[src/rtl/tester_pkg.sv]
// Shared definitions for the chip-tester datapath: check-entry layout,
// stimulus-engine switch commands and the result checker state encoding.
package tester_pkg;

    localparam int CE_FLAGS_MSB = 51;
    localparam int CE_FLAGS_LSB = 48;
    localparam int CE_EXP_MSB   = 47;
    localparam int CE_EXP_LSB   = 24;
    localparam int CE_MASK_MSB  = 23;
    localparam int CE_MASK_LSB  = 0;

    // flags[0] marks an entry that is popped but produces no record
    localparam int CE_FLAG_DISCARD = CE_FLAGS_LSB;

    typedef enum logic [4:0] {
        SC_NOP      = 5'd0,
        SC_SET_RPTR = 5'd1
    } sc_cmd_e;

    typedef enum logic [1:0] {
        ST_IDLE  = 2'd0,
        ST_WR_HI = 2'd1,
        ST_WR_LO = 2'd2
    } rc_state_e;

endpackage

[src/rtl/result_check.sv]
// Result checker: pairs each check entry with a captured response, compares
// under mask and writes a two-word pass/fail record to SRAM.
module result_check
    import tester_pkg::*;
#(
    parameter logic [19:0] BASE_ADDR = 20'h80000,
    parameter int          VEC_W     = 24
) (
    input  logic                 clock,
    input  logic                 reset,
    output logic [19:0]          mem_address,
    output logic [1:0]           mem_byteenable,
    output logic                 mem_write,
    output logic [15:0]          mem_writedata,
    input  logic                 mem_waitrequest,
    input  logic [VEC_W-1:0]     rfifo_data,
    output logic                 rfifo_rdreq,
    input  logic                 rfifo_rdempty,
    input  logic [2*VEC_W+3:0]   cfifo_data,
    output logic                 cfifo_rdreq,
    input  logic                 cfifo_rdempty,
    input  logic [4:0]           sc_cmd,
    input  logic [VEC_W-1:0]     sc_data,
    input  logic                 sc_switching,
    output logic                 sc_ready
);

    rc_state_e          state_reg, state_next;
    logic [19:0]        ptr_reg, ptr_next;
    logic [VEC_W-1:0]   actual_reg;
    logic               pass_reg;
    logic               sc_ready_reg;

    logic [VEC_W-1:0]   exp_field;
    logic [VEC_W-1:0]   mask_field;
    logic [VEC_W-1:0]   miss_bits;
    logic               pass_now;
    logic               take;
    logic               accepted;
    logic               unused_bits;

    assign exp_field  = cfifo_data[CE_EXP_MSB:CE_EXP_LSB];
    assign mask_field = cfifo_data[CE_MASK_MSB:CE_MASK_LSB];
    assign unused_bits = ^{cfifo_data[CE_FLAGS_MSB:CE_FLAGS_LSB+1], sc_data[VEC_W-1:20]};

    generate
        for (genvar gi = 0; gi < VEC_W; gi++) begin : g_cmp
            assign miss_bits[gi] = (rfifo_data[gi] ^ exp_field[gi]) & mask_field[gi];
        end
    endgenerate

    assign pass_now = ~|miss_bits;

    // Both FIFOs must hold an entry; they are always popped as a pair.
    assign take     = (state_reg == ST_IDLE) && !cfifo_rdempty && !rfifo_rdempty && !reset;
    assign accepted = !mem_waitrequest;

    always_comb begin
        state_next = state_reg;
        ptr_next   = ptr_reg;
        case (state_reg)
            ST_IDLE: begin
                if (take) begin
                    state_next = cfifo_data[CE_FLAG_DISCARD] ? ST_IDLE : ST_WR_HI;
                end
                if (sc_ready_reg && (sc_cmd == SC_SET_RPTR)) begin
                    ptr_next = sc_data[19:0];
                end
            end
            ST_WR_HI: begin
                if (accepted) begin
                    state_next = ST_WR_LO;
                end
            end
            ST_WR_LO: begin
                if (accepted) begin
                    state_next = ST_IDLE;
                    ptr_next   = ptr_reg + 20'd2;
                end
            end
            default: state_next = ST_IDLE;
        endcase
    end

    always_ff @(posedge clock) begin
        if (reset) begin
            state_reg    <= ST_IDLE;
            ptr_reg      <= BASE_ADDR;
            actual_reg   <= '0;
            pass_reg     <= 1'b0;
            sc_ready_reg <= 1'b0;
        end else begin
            state_reg    <= state_next;
            ptr_reg      <= ptr_next;
            if (take) begin
                actual_reg <= rfifo_data;
                pass_reg   <= pass_now;
            end
            sc_ready_reg <= sc_switching && (state_reg == ST_IDLE) && cfifo_rdempty;
        end
    end

    // Write port is decoded from the state so address and data stay frozen
    // for as long as the memory stalls.
    always_comb begin
        mem_write     = 1'b0;
        mem_address   = '0;
        mem_writedata = '0;
        case (state_reg)
            ST_WR_HI: begin
                mem_write     = 1'b1;
                mem_address   = ptr_reg;
                mem_writedata = {pass_reg, 7'b0, actual_reg[23:16]};
            end
            ST_WR_LO: begin
                mem_write     = 1'b1;
                mem_address   = ptr_reg + 20'd1;
                mem_writedata = actual_reg[15:0];
            end
            default: ;
        endcase
    end

    assign mem_byteenable = 2'b11;
    assign cfifo_rdreq    = take;
    assign rfifo_rdreq    = take;
    assign sc_ready       = sc_ready_reg;

endmodule

[config.mk]
export PLATFORM = sky130hd
export DESIGN_NAME = result_check
export DESIGN_NICKNAME = d
export VERILOG_FILES = /design/src/rtl/tester_pkg.sv /design/src/rtl/result_check.sv
export SDC_FILE = /design/constraint.sdc
export NUM_CORES = 1
export LEC_CHECK = 0
export CELL_PAD_IN_SITES_DETAIL_PLACEMENT = 0
export CELL_PAD_IN_SITES_GLOBAL_PLACEMENT = 1
export CORE_MARGIN = 4
export CORE_UTILIZATION = 29
export DETAILED_ROUTE_END_ITERATION = 8
export GPL_TIMING_DRIVEN = 1
export PLACE_DENSITY_LB_ADDON = 0.1
export SLEW_MARGIN = 20
export SYNTH_ARGS = -nofsm -noshare
export SYNTH_HDL_FRONTEND = slang
export SYNTH_SLANG_ARGS = --single-unit
[constraint.sdc]
create_clock -name clock -period 2.3 [get_ports clock]
set_input_delay 0.23 -clock clock [delete_from_list [all_inputs] [get_ports clock]]
set_output_delay 0.23 -clock clock [all_outputs]
set_load 0.05 [all_outputs]
==> flow_summary.toml <==
[run_status]
outcome = "complete, no violations"

[sta]
period_share_pct = 96.8
worstMarginPinSlew_ns = 0.570
hold_violations = 0
clock.fmax_mhz = 449
relSlewSlack_pct = 62.0
setup_violations = 0
finalCriticalPeriod_ns = 2.23
rsz0062_at_grt = "yes"
slew_viol_final = 0
skew_ns = 0.0122
layout_setup_ws_ns = 0.0735

[routing]
routed_wl_um = 13400
post_drt_wl_per_cell_um = 17.1
drc = 0
ant_nets = 0
num_vias = 4036
firstDrtPassIters = 4
drtIter0Drc = 178
drt-vias-per-instance = 5.17

[cells_and_area]
diodes = 0
final_core_util_pct = 51.1
finalNetCount = 753
drive_gt1_share_pct = 25.5
fill_cells = 1118
area_delta_synth_final_pct = 71.9
largest_reg_flops = 24

[placement]
dp_hpwl_um = 10300
gp_congestion = 0.879
pre_cts_ws_ns = 0.0234
io_buffers = 143

[setup_path]
criticalPathCategory = "reg -> out"
crit_buf_inv = 2
cp_cell_sequence = "buf_4, and3_1, nand4_1, nor3_2, nor2_1, a311oi_2, clkbuf_16"
cp-end-kind = "output port"
worst_ep_required_time_ns = 2.07
cp_slowest_cell = "dfxtp_1"
max_stage_delay_ns = 0.36
start_kind = "flip-flop"
path_delay_family = "simple AND/OR/NAND/NOR gates"
arrival_ns = 2.00
cp_max_fo = 8

[global_routing]
track_usage_pct = 19.8
grt_max_degree = 48
grt_pass1_vias = 4104
antenna_found_initial = 0
overflow = 0
grt_pass1_wl_um = 21000

[pwr]
leakage_nw = 2.10
p_seq_share_pct = 37.5
power_frac_clock_pct = 42.2
switching_share_pct = 25.3
intPower_w = 0.00175
power_per_cell_area_nw_per_um2 = 399
p_comb_share_pct = 20.3
p_switching_w = 0.000591
ir_drop_mv = 0.432

[die]
initial_core_util_pct = 29.7
core_area_um2 = 11500
die_x_um = 116
placementRows = 39
die_area_um2 = 13600
boundaryPins = 153
die_h_um = 116

[run]
cap_violations = 0

[yosys]
ys_types = 63
ys_warn_count = 0
avgSynthCellArea_um2 = 7.23
synth_top_area_cell = "dfxtp_1"
synthTopCellsByArea = "dfxtp_1 28%, a21oi_1 9.4%, nand2_1 7.8%, xor2_1 6.2%, o21ai_0 3.7%"
synthArstFlopShare_pct = 0
yosysSeqAreaShare_pct = 28.2
synthCells = 472
synth-edff-count = 0
synthFlopType = "dfxtp_1"
ys_ff_latch = 48
synth_top_area_share_pct = 28.2
synth.cell_area_um2 = 3410

[clock_network]
clkSinkCount = 48
htree_num_levels = 2
max-clock-path-buffers = 2
clk_pin_slew_worst_paths_ns = 0.08
cts_tree = "done"
cts-root-buf = "clkbuf_16"
clk_latency_ns = 0.30
cts_inserted_buffers = 5

[worst_hold_path]
hold_path.class = "reg -> reg"
-- cell type report --
class | instances | area (µm²) | area share [%]
inverters | 13 | 60.1 | 1.02
flip-flops and latches | 48 | 980 | 16.7
well taps | 143 | 179 | 3.05
repair buffers | 196 | 2010 | 34.3
multi-input cells | 373 | 2440 | 41.6
clock inverters | 3 | 68.8 | 1.17
clock buffers | 5 | 125 | 2.13
-- cell usage in the layout (no fill, tap or decap), types with 5 or more instances in the layout --
master	instances
xor2_1	24
o21a_1	7
buf_12	21
a221oi_1	5
buf_4	67
and3_1	6
dfxtp_2	9
nand4_1	8
nand2_1	71
nor2_2	8
o21ai_0	23
nor2_1	21
clkbuf_16	6
o32ai_1	6
a21oi_2	8
nor3_1	7
a22oi_1	12
nand3_1	15
a21oi_1	56
inv_1	8
and2_1	10
dfxtp_1	37
clkdlybuf4s50_1	103
-- metrics by stage --
step           hold WS (ns)  power (W)  instances  area [µm²]  setup TNS (ns)
2_1_floorplan         0.360    0.00108        473        3490           -3.09
3_3_place_gp          0.437    0.00135        764        5420               0
3_5_place_dp          0.442    0.00136        764        5420               0
4_1_cts               0.451    0.00235        772        5700         -0.0326
5_1_grt               0.465    0.00243        781        5860         -0.0258
6_report              0.450    0.00234        781        5860               0
-- cell families after synthesis --
kind of cell / count (synthesis) / synth area share [%]
and+or+nand+nor: 181 / 26.0
AOI/OAI and AO/OA: 155 / 29.5
buffers and inverters: 52 / 6.49
DFF: 48 / 28.2
xor gates and xnor gates: 26 / 6.68
adders and majority gates: 5 / 1.83
muxes: 4 / 1.17
other: 1 / 0.110
-- path summary, 6_finish.rpt --
check | slack [ns] | endpoint | start | depth (start not counted)
min reg2reg | 0.45 | actual_reg[11] | actual_reg[11] | 2
max reg2reg | 0.30 | actual_reg[17] | state_reg[0] | 8
max | 0.07 | mem_address[16] | ptr_reg[7] | 7
min | 0.45 | actual_reg[11] | actual_reg[11] | 2
-- Yosys cell counts, drive strengths merged, types with 4 or more instances --
| library cell | count |
|---|---|
| a221oi | 6 |
| xor2 | 24 |
| and3 | 7 |
| a22o | 4 |
| o32ai | 6 |
| nand4 | 8 |
| nand2 | 71 |
| nand2b | 4 |
| nand3 | 19 |
| mux2i | 4 |
| nor3 | 11 |
| ha | 5 |
| dfxtp | 48 |
| and2 | 11 |
| o21a | 7 |
| nor2 | 31 |
| a22oi | 12 |
| clkbuf | 28 |
| a21oi | 64 |
| inv | 11 |
| buf | 11 |
| nor2b | 4 |
| o21ai | 27 |
-- per-layer routing --
layer | global-route usage [%] | part of all wire, %
met5 | 0 | 0
met4 | 4.49 | 1.1
met3 | 5.70 | 7.1
met2 | 34.9 | 51
met1 | 23.8 | 41
-- tightest hold or removal path, stage by stage, from the launching register on --
cell	delay, ns
dfxtp_1	0.31
nand2_1	0.05
a21oi_1	0.05
-- power by group through the flow --
stage                     clock [W]  sequential, W  combinational [W]
after floorplan                   0       0.000893           0.000184
after global placement            0       0.000892           0.000461
after detailed placement          0       0.000893           0.000465
after CTS                   0.00101       0.000877           0.000468
after global routing        0.00104       0.000880           0.000515
final                      0.000988       0.000877           0.000476
-- timing repair --
action,in CTS,in global routing
setup buffers,0,9
hold buffers,0,0
gates resized for setup,19,28
pin swaps,3,5
endpoints found under the setup margin,12,31
hold endpoints to repair,0,0
Note: power is estimated with default switching activity, not from simulation.
